--- config.mk ---
export PLATFORM = sky130hd
export DESIGN_NAME = hash_difficulty_filter
export DESIGN_NICKNAME = d
export VERILOG_FILES = /design/src/rtl/hash_filter_pkg.sv /design/src/rtl/hash_difficulty_filter_zero_count_chunk.sv /design/src/rtl/hash_difficulty_filter.sv
export SDC_FILE = /design/constraint.sdc
export NUM_CORES = 1
export LEC_CHECK = 0
export CAP_MARGIN = 5
export CORE_MARGIN = 3
export CORE_UTILIZATION = 25
export CTS_BUF_LIST = sky130_fd_sc_hd__clkbuf_2 sky130_fd_sc_hd__clkbuf_4 sky130_fd_sc_hd__clkbuf_8
export DETAILED_ROUTE_END_ITERATION = 6
export DONT_BUFFER_PORTS = 1
export MAX_ROUTING_LAYER = met4
export PLACE_DENSITY = 0.48
export SETUP_SLACK_MARGIN = 0.2
export SKIP_LAST_GASP = 1
export SLEW_MARGIN = 20
export SYNTH_ARGS = -nofsm -noshare
export SYNTH_HDL_FRONTEND = slang
export SYNTH_HIERARCHICAL = 1
export SYNTH_SLANG_ARGS = --single-unit
--- constraint.sdc ---
create_clock -name clk -period 10 [get_ports clk]
set_input_delay 1 -clock clk [delete_from_list [all_inputs] [get_ports clk]]
set_output_delay 1 -clock clk [all_outputs]
set_load 0.01 [all_outputs]
--- src/rtl/hash_filter_pkg.sv ---
// Shared constants and the stage-1 entry layout for the hash difficulty filter
// and the validator, sized at the default hash and chunk widths.
package hash_filter_pkg;

    localparam logic MODE_LEADING  = 1'b0;
    localparam logic MODE_TRAILING = 1'b1;

    localparam int HASH_DATA_W  = 128;
    localparam int HASH_CHUNK_W = 16;
    localparam int HASH_CNT_W   = $clog2(HASH_DATA_W + 1);
    localparam int HASH_NCHUNK  = HASH_DATA_W / HASH_CHUNK_W;
    localparam int HASH_CZ_W    = $clog2(HASH_CHUNK_W + 1);

    typedef struct packed {
        logic [HASH_DATA_W-1:0]                 hash;
        logic [HASH_CNT_W-1:0]                  difficulty;
        logic                                   mode;
        logic [HASH_NCHUNK-1:0][HASH_CZ_W-1:0]  chunk_cnt;
        logic [HASH_NCHUNK-1:0]                 chunk_zero;
    } s1_entry_t;

endpackage

--- src/rtl/hash_difficulty_filter_zero_count_chunk.sv ---
// Combinational leading-zero counter for one chunk; trailing-zero counts are
// obtained by feeding it the bit-reversed chunk.
module zero_count_chunk #(
    parameter int CHUNK_W = 16,
    parameter int ZW      = $clog2(CHUNK_W + 1)
) (
    input  logic [CHUNK_W-1:0] chunk_i,
    output logic [ZW-1:0]      zeros_o,
    output logic               all_zero_o
);

    // Scan upward so the highest set bit is the last writer.
    always_comb begin
        zeros_o = ZW'(CHUNK_W);
        for (int i = 0; i < CHUNK_W; i++) begin
            if (chunk_i[i]) begin
                zeros_o = ZW'(CHUNK_W - 1 - i);
            end else begin
                zeros_o = zeros_o;
            end
        end
    end

    assign all_zero_o = (chunk_i == {CHUNK_W{1'b0}});

endmodule

--- src/rtl/hash_difficulty_filter.sv ---
// Two-stage hash difficulty filter with valid/ready on both sides.
// Optional pass/drop statistics counters are built when HASH_FILTER_STATS_EN is defined.
module hash_difficulty_filter
    import hash_filter_pkg::*;
#(
    parameter int DATA_W  = HASH_DATA_W,
    parameter int CHUNK_W = HASH_CHUNK_W,
    parameter int CNT_W   = $clog2(DATA_W + 1)
) (
    input  logic              clk,
    input  logic              rst,
    input  logic              i_valid,
    output logic              i_ready,
    input  logic [DATA_W-1:0] i_hash,
    input  logic [CNT_W-1:0]  i_difficulty,
    input  logic              i_mode,
    output logic              o_valid,
    input  logic              o_ready,
    output logic [DATA_W-1:0] o_hash,
    output logic [CNT_W-1:0]  o_zeros,
    output logic              o_dropped
`ifdef HASH_FILTER_STATS_EN
    ,
    input  logic              i_stats_clr,
    output logic [31:0]       o_pass_cnt,
    output logic [31:0]       o_drop_cnt
`endif
);

    localparam int NCH = DATA_W / CHUNK_W;
    localparam int CZW = $clog2(CHUNK_W + 1);

    typedef struct packed {
        logic [DATA_W-1:0]          hash;
        logic [CNT_W-1:0]           difficulty;
        logic                       mode;
        logic [NCH-1:0][CZW-1:0]    chunk_cnt;
        logic [NCH-1:0]             chunk_zero;
    } s1_t;

    logic [NCH-1:0][CHUNK_W-1:0] ord_chunk_s;
    logic [NCH-1:0][CZW-1:0]     chunk_cnt_s;
    logic [NCH-1:0]              chunk_zero_s;

    s1_t               s1_q, s1_d;
    logic              s1_valid_q, s1_valid_d;
    logic              o_valid_q, o_valid_d;
    logic [DATA_W-1:0] o_hash_q, o_hash_d;
    logic [CNT_W-1:0]  o_zeros_q, o_zeros_d;
    logic              o_dropped_q, o_dropped_d;

    logic              s2_free_s, accept_s, advance_s, pass_s, walk_done_s;
    logic [CNT_W-1:0]  total_s;

    // Present chunks in scan order: MSB-first for leading, bit-reversed LSB-first for trailing.
    always_comb begin
        ord_chunk_s = {DATA_W{1'b0}};
        for (int c = 0; c < NCH; c++) begin
            for (int b = 0; b < CHUNK_W; b++) begin
                if (i_mode == MODE_TRAILING) begin
                    ord_chunk_s[c][b] = i_hash[c*CHUNK_W + CHUNK_W - 1 - b];
                end else begin
                    ord_chunk_s[c][b] = i_hash[DATA_W - 1 - c*CHUNK_W - (CHUNK_W - 1 - b)];
                end
            end
        end
    end

    for (genvar g = 0; g < NCH; g++) begin : g_chunk
        zero_count_chunk #(.CHUNK_W(CHUNK_W), .ZW(CZW)) u_zc (
            .chunk_i    (ord_chunk_s[g]),
            .zeros_o    (chunk_cnt_s[g]),
            .all_zero_o (chunk_zero_s[g])
        );
    end

    assign s2_free_s = !o_valid_q || o_ready;
    assign i_ready   = !s1_valid_q || s2_free_s;
    assign accept_s  = i_valid && i_ready;
    assign advance_s = s1_valid_q && s2_free_s;

    // Sum whole-zero chunks up to and including the first non-zero one.
    always_comb begin
        total_s     = {CNT_W{1'b0}};
        walk_done_s = 1'b0;
        for (int c = 0; c < NCH; c++) begin
            if (!walk_done_s) begin
                total_s     = total_s + CNT_W'(s1_q.chunk_cnt[c]);
                walk_done_s = !s1_q.chunk_zero[c];
            end else begin
                total_s     = total_s;
            end
        end
        pass_s = (total_s >= s1_q.difficulty);
    end

    // Stage-1 next state: load on accept, empty when its entry moves on.
    always_comb begin
        s1_d       = s1_q;
        s1_valid_d = s1_valid_q;
        if (accept_s) begin
            s1_valid_d         = 1'b1;
            s1_d.hash          = i_hash;
            s1_d.difficulty    = i_difficulty;
            s1_d.mode          = i_mode;
            s1_d.chunk_cnt     = chunk_cnt_s;
            s1_d.chunk_zero    = chunk_zero_s;
        end else if (advance_s) begin
            s1_valid_d = 1'b0;
        end else begin
            s1_valid_d = s1_valid_q;
        end
    end

    // Output stage next state: failing entries pulse o_dropped instead of loading.
    always_comb begin
        o_valid_d   = o_valid_q;
        o_hash_d    = o_hash_q;
        o_zeros_d   = o_zeros_q;
        o_dropped_d = 1'b0;
        if (advance_s) begin
            o_valid_d   = pass_s;
            o_dropped_d = !pass_s;
            if (pass_s) begin
                o_hash_d  = s1_q.hash;
                o_zeros_d = total_s;
            end else begin
                o_hash_d  = o_hash_q;
                o_zeros_d = o_zeros_q;
            end
        end else if (s2_free_s) begin
            o_valid_d = 1'b0;
        end else begin
            o_valid_d = o_valid_q;
        end
    end

    // Pipeline registers.
    always_ff @(posedge clk or negedge rst) begin
        if (!rst) begin
            s1_q        <= {$bits(s1_t){1'b0}};
            s1_valid_q  <= 1'b0;
            o_valid_q   <= 1'b0;
            o_hash_q    <= {DATA_W{1'b0}};
            o_zeros_q   <= {CNT_W{1'b0}};
            o_dropped_q <= 1'b0;
        end else begin
            s1_q        <= s1_d;
            s1_valid_q  <= s1_valid_d;
            o_valid_q   <= o_valid_d;
            o_hash_q    <= o_hash_d;
            o_zeros_q   <= o_zeros_d;
            o_dropped_q <= o_dropped_d;
        end
    end

    assign o_valid   = o_valid_q;
    assign o_hash    = o_hash_q;
    assign o_zeros   = o_zeros_q;
    assign o_dropped = o_dropped_q;

`ifdef HASH_FILTER_STATS_EN
    logic [31:0] pass_cnt_q, pass_cnt_d, drop_cnt_q, drop_cnt_d;

    // Saturating counters; clear has priority over a coincident increment.
    always_comb begin
        pass_cnt_d = pass_cnt_q;
        drop_cnt_d = drop_cnt_q;
        if (i_stats_clr) begin
            pass_cnt_d = 32'd0;
            drop_cnt_d = 32'd0;
        end else begin
            if (o_valid_q && o_ready && (pass_cnt_q != 32'hFFFF_FFFF)) begin
                pass_cnt_d = pass_cnt_q + 32'd1;
            end else begin
                pass_cnt_d = pass_cnt_q;
            end
            if (o_dropped_d && (drop_cnt_q != 32'hFFFF_FFFF)) begin
                drop_cnt_d = drop_cnt_q + 32'd1;
            end else begin
                drop_cnt_d = drop_cnt_q;
            end
        end
    end

    // Statistics registers.
    always_ff @(posedge clk or negedge rst) begin
        if (!rst) begin
            pass_cnt_q <= 32'd0;
            drop_cnt_q <= 32'd0;
        end else begin
            pass_cnt_q <= pass_cnt_d;
            drop_cnt_q <= drop_cnt_d;
        end
    end

    assign o_pass_cnt = pass_cnt_q;
    assign o_drop_cnt = drop_cnt_q;
`endif

endmodule

## Word-level counts from Yosys, hierarchy flattened

Index checks and enable logic that the tools add are counted.

| storage, ports and cells | value |
|---|---|
| register bits after elaboration | 322 |
| input bits | 141 |
| logic and storage cells | 322 |

| operators by class | value |
|---|---|
| $add $sub $neg | 7 |
| $lt $le $gt $ge | 1 |
| muxes and demuxes | 274 |
| reduce and logical (&&, ||, !) cells | 24 |

Operators with widths:

| operator | number |
|---|---|
| $mux W5 | 128 |
| $mux W1 | 139 |
| $logic_not A16 Y1 | 7 |
| $add A8 B5 Y8 | 6 |
| $mux W8 | 6 |
| $logic_not A1 Y1 | 10 |
| $ge A8 B8 Y1 | 1 |
| $add A5 B5 Y6 | 1 |
| $mux W6 | 1 |
| $reduce_bool A2 Y1 | 2 |
| $logic_and A1 B1 Y1 | 2 |
| $logic_or A1 B1 Y1 | 2 |
| $reduce_and A2 Y1 | 1 |

## Logic depth before layout (Yosys ltp)

| depth | value |
|---|---|
| word-level depth | 17 |
| mapped depth | 48 |
| depth with buffers taken out | 46 |

## By module

The synthesis kept the hierarchy.

By module, submodules not included:

| module | times used | cells each | area an instance (µm²) |
|---|---|---|---|
| hash_difficulty_filter | 1 | 1168 | 15879.0 |
| zero_count_chunk | 8 | 33 | 206.4 |

## Worst setup path after synthesis

No wires, ideal clock.

| path | value |
|---|---|
| path kind | register to register |
| start | reg s1_q[8] in the netlist's numbering |
| end | reg o_hash_q[64] (netlist: o_hash[64]) |
| arrival time | 9.007 ns |
| path slack | 0.868 ns |
| cell stages (with the launch flop) | 44 |
| path buffers | 2 |
| clock period less this slack | 9.132 ns |
| cells stage by stage | dfrtp_1 ha_1 fa_1 a21o_1 a21oi_1 xnor2_1 a21o_1 ha_1 o21ai_0 a21oi_1 a21oi_1 mux2_2 ha_1 o21a_1 o31a_1 a211oi_1 a211o_1 ha_1 (+8 left out) and2_1 ha_1 o21a_1 o31a_1 a211oi_1 a31o_2 ha_1 o221ai_1 or4_4 a211oi_2 nor2_1 xor2_1 ha_1 a21oi_1 a211oi_1 clkbuf_1 buf_1 mux2_2 |

| on the way | value |
|---|---|
| cells in the longest elaborated chain, start to end | 16 |

RTL lines:

| item | line | source |
|---|---|---|
| from (decl) | hash_difficulty_filter.sv:45 | `s1_t s1_q, s1_d;` |
| from (signal assigned) | hash_difficulty_filter.sv:141 | `s1_q <= {$bits(s1_t){1'b0}};` |
| $add A5 B5 Y6 | hash_difficulty_filter.sv:88 | `total_s = total_s + CNT_W'(s1_q.chunk_cnt[c]);` |
| $mux W6 * | hash_difficulty_filter.sv:87 | `if (!walk_done_s) begin` |
| $add A8 B5 Y8 | hash_difficulty_filter.sv:88 |  |
| $mux W8 * | hash_difficulty_filter.sv:87 |  |
| $add A8 B5 Y8 | hash_difficulty_filter.sv:88 |  |
| $mux W8 * | hash_difficulty_filter.sv:87 |  |
| $add A8 B5 Y8 | hash_difficulty_filter.sv:88 |  |
| $mux W8 * | hash_difficulty_filter.sv:87 |  |
| $add A8 B5 Y8 | hash_difficulty_filter.sv:88 |  |
| $mux W8 * | hash_difficulty_filter.sv:87 |  |
| $add A8 B5 Y8 | hash_difficulty_filter.sv:88 |  |
| $mux W8 * | hash_difficulty_filter.sv:87 |  |
| $add A8 B5 Y8 | hash_difficulty_filter.sv:88 |  |
| $mux W8 * | hash_difficulty_filter.sv:87 |  |
| via total_s[7] | hash_difficulty_filter.sv:53 | `logic [CNT_W-1:0] total_s;` |
| $ge A8 B8 Y1 * | hash_difficulty_filter.sv:94 | `pass_s = (total_s >= s1_q.difficulty);` |
| $reduce_and A2 Y1 (no line) * | -- |  |
| to (signal assigned) | hash_difficulty_filter.sv:144 | `o_hash_q <= {DATA_W{1'b0}};` |
| to (signal assigned) | hash_difficulty_filter.sv:151 | `o_hash_q <= o_hash_d;` |
| to (decl) | hash_difficulty_filter.sv:48 | `logic [DATA_W-1:0] o_hash_q, o_hash_d;` |

Mark *: on every way through the listed nets, which the timed path passes. The rest lies on a longest branch.
A chain may end at the register's enable or synchronous reset.

## Worst setup path in the final report

| path | value |
|---|---|
| start | reg s1_q[8] in the netlist's numbering |
| end | reg o_hash_q[20] (netlist: o_hash[20]) |

Same word-level chain as after synthesis.

==> run metrics <==
detailed placement HPWL ~34000 um; clock slew at reported path FFs ~0.070 ns; area added between synthesis and finish 15.5%; mean instance size in the synthesized netlist around 12 um^2; number of max-slew violations in the final report 0; standard cell with the maximum stage delay on the critical path sky130_fd_sc_hd__or4_4; vertical extent of the die 271 um; number of placed I/O pins between 200 and 300; total nets after synthesis roughly 1600; first-pass GRT wire length between 70000 and 80000 um; pin count of the biggest net entering global routing ~210; Finish-stage setup viols 0; ratio of routed vias to standard cells ~4.7; top library cells by usage in the layout, fill and taps aside sky130_fd_sc_hd__mux2_2 (456), sky130_fd_sc_hd__dfrtp_1 (322), sky130_fd_sc_hd__nor2_1 (85); worst vdd rail ir drop between 0.09 and 0.1 mV; Clock Latency Late Sink about 0.65 ns; pre-CTS setup slack 0.272 ns; Die Width roughly 270 um; overflow left after global routing 0; kind of launch point of the worst setup path register; total of warnings raised by yosys 6; critical path data arrival time slightly below 10 ns; Critical Path End Type register; worst clock skew about 0.026 ns; area of the mapped netlist roughly 18000 um^2; placed insts ~2300; CTS Sinks about 320; clock tree buffer depth 3; wire per inst 19.7 um; Post-Place Cell Area approximately 19000 um^2; normalized max-slew margin 0.288; final-layout setup total negative slack 0 ns; antenna-violating nets left 0; Top cell by count, worst path sky130_fd_sc_hd__ha_1; share of the core filled with cells in the final layout 0.293; transition time at the pin with the least slew margin about 1.1 ns; final weighted congestion in routability-driven placement between 0.8 and 0.9; final-layout fill cell count between 7000 and 8000; shortest clock period the worst path allows after layout slightly above 9 ns; clock root buffer master sky130_fd_sc_hd__clkbuf_8; global-route total usage across every layer 0.131; Final Worst Setup Slack about 0.67 ns; Cell Rows between 90 and 100; Total Die Area between 70000 and 80000 um^2; Design Area, Final 20200 um^2; via count of the first global-routing pass between 10000 and 15000; Starting Density 0.254; final worst path period share 0.933; number of input and output port buffers inserted 0; Ant. Diodes 0; maximum fanout encountered on the critical timing path 16; fraction of layout instances using a drive strength above 1 0.430; final-stage net count 1652; power per cell area 177 nW/um^2; clock tree from TritonCTS done; total number of vias ~11000; Iter 0 DRT Violations 500; Worst path max stage delay around 0.51 ns; Max Fclk approximately 110 MHz; Post-Syn Instances 1431; setup repair after global routing missed its margin no; antenna violations before repair 0; Non-Filler Instances between 2000 and 2500; H-tree levels 2; number of DRC violations after detailed routing 0; placeable core region ~69000 um^2; leading cell type in the layout, fill and taps excluded sky130_fd_sc_hd__mux2_2; Static Leakage about 0.0088 uW; Hold Crit Class in -> async; total wirelength of the detailed-routed design a little under 50000 um; max-cap violations 0; required time of the critical path 10.52 ns; number of buffers created by CTS 59; number of detailed-routing iterations run before antenna repair 4; result of the run complete, no violations; hold violation total from the final report 0; kind of critical path reg -> reg
[final cells by class]
type                            instances  area, um^2  share of cell area
Clock buffer                           90        1130              0.0556
Clock inverter                         16         224              0.0111
Inverter                               54         203              0.0100
Multi-Input combinational cell       1000        9190               0.454
Sequential cell                       322        8060               0.398
Tap cell                              931        1160              0.0575
Timing Repair Buffer                   22         283              0.0140
[metrics by stage]
step                      hold WS (ns)  power [uW]
after global routing           0.00930        3770
final                           0.0847        3580
after CTS                     0.000189        3650
after global placement           0.480        2150
after floorplan                  0.474        2050
after detailed placement         0.487        2170
[worst paths after layout]
| check | startpoint | endpoint | slack [ns] | depth (start not counted) |
|---|---|---|---|---|
| max in group asynchronous | rst | s1_q[109] | 8.78 | 1 |
| max reg2reg | s1_q[8] | o_hash[20] | 0.67 | 44 |
| min in group clk | i_valid | s1_valid_q | 0.48 | 1 |
| min | rst | s1_q[84] | 0.08 | 0 |
| min reg2reg | s1_q[140] | o_hash[83] | 0.50 | 1 |
| max | s1_q[8] | o_hash[20] | 0.67 | 44 |
[worst max-delay path: cells and delay by family, from the launching register on]
family / cells / cell delay (ns)
multiplexers: 3 / 0.82
XOR/XNOR: 3 / 0.45
adder cells (fa/ha/maj): 9 / 2.69
AO/OA/AOI/OAI: 20 / 3.11
buffers and inverters: 2 / 0.40
flip-flops: 1 / 0.42
AND/OR/NAND/NOR: 7 / 1.29
[state kept, by name, indices dropped and copies added (netlist names)]
register    flops
s1_q          183
o_zeros         8
o_hash        128
o_dropped       1
o_valid         1
s1_valid_q      1
[repair_timing]
action / CTS / global route
setup endpoints to repair: 0 / 137
gates resized for setup: 0 / 28
setup buffers: 0 / 9
hold endpoints to repair: 83 / 0
hold buffers: 3 / 0
[where the power goes]
| part | internal (uW) | switching, uW | total [uW] | leakage [uW] |
|---|---|---|---|---|
| Sequential | 1500 | 198 | 1700 | 0.00410 |
| Clock | 847 | 580 | 1430 | 0.000704 |
| Combinational | 257 | 196 | 453 | 0.00394 |
| Total | 2600 | 973 | 3580 | 0.00875 |
[per-layer routing]
metal	global-route usage	routed length [um]	share of wire
met3	0.0369	2880	0.060
met4	0.0331	950	0.020
met1	0.150	20100	0.42
met2	0.225	24100	0.50
met5	-	0	0
No activity file was read; power rests on OpenSTA's default activity.
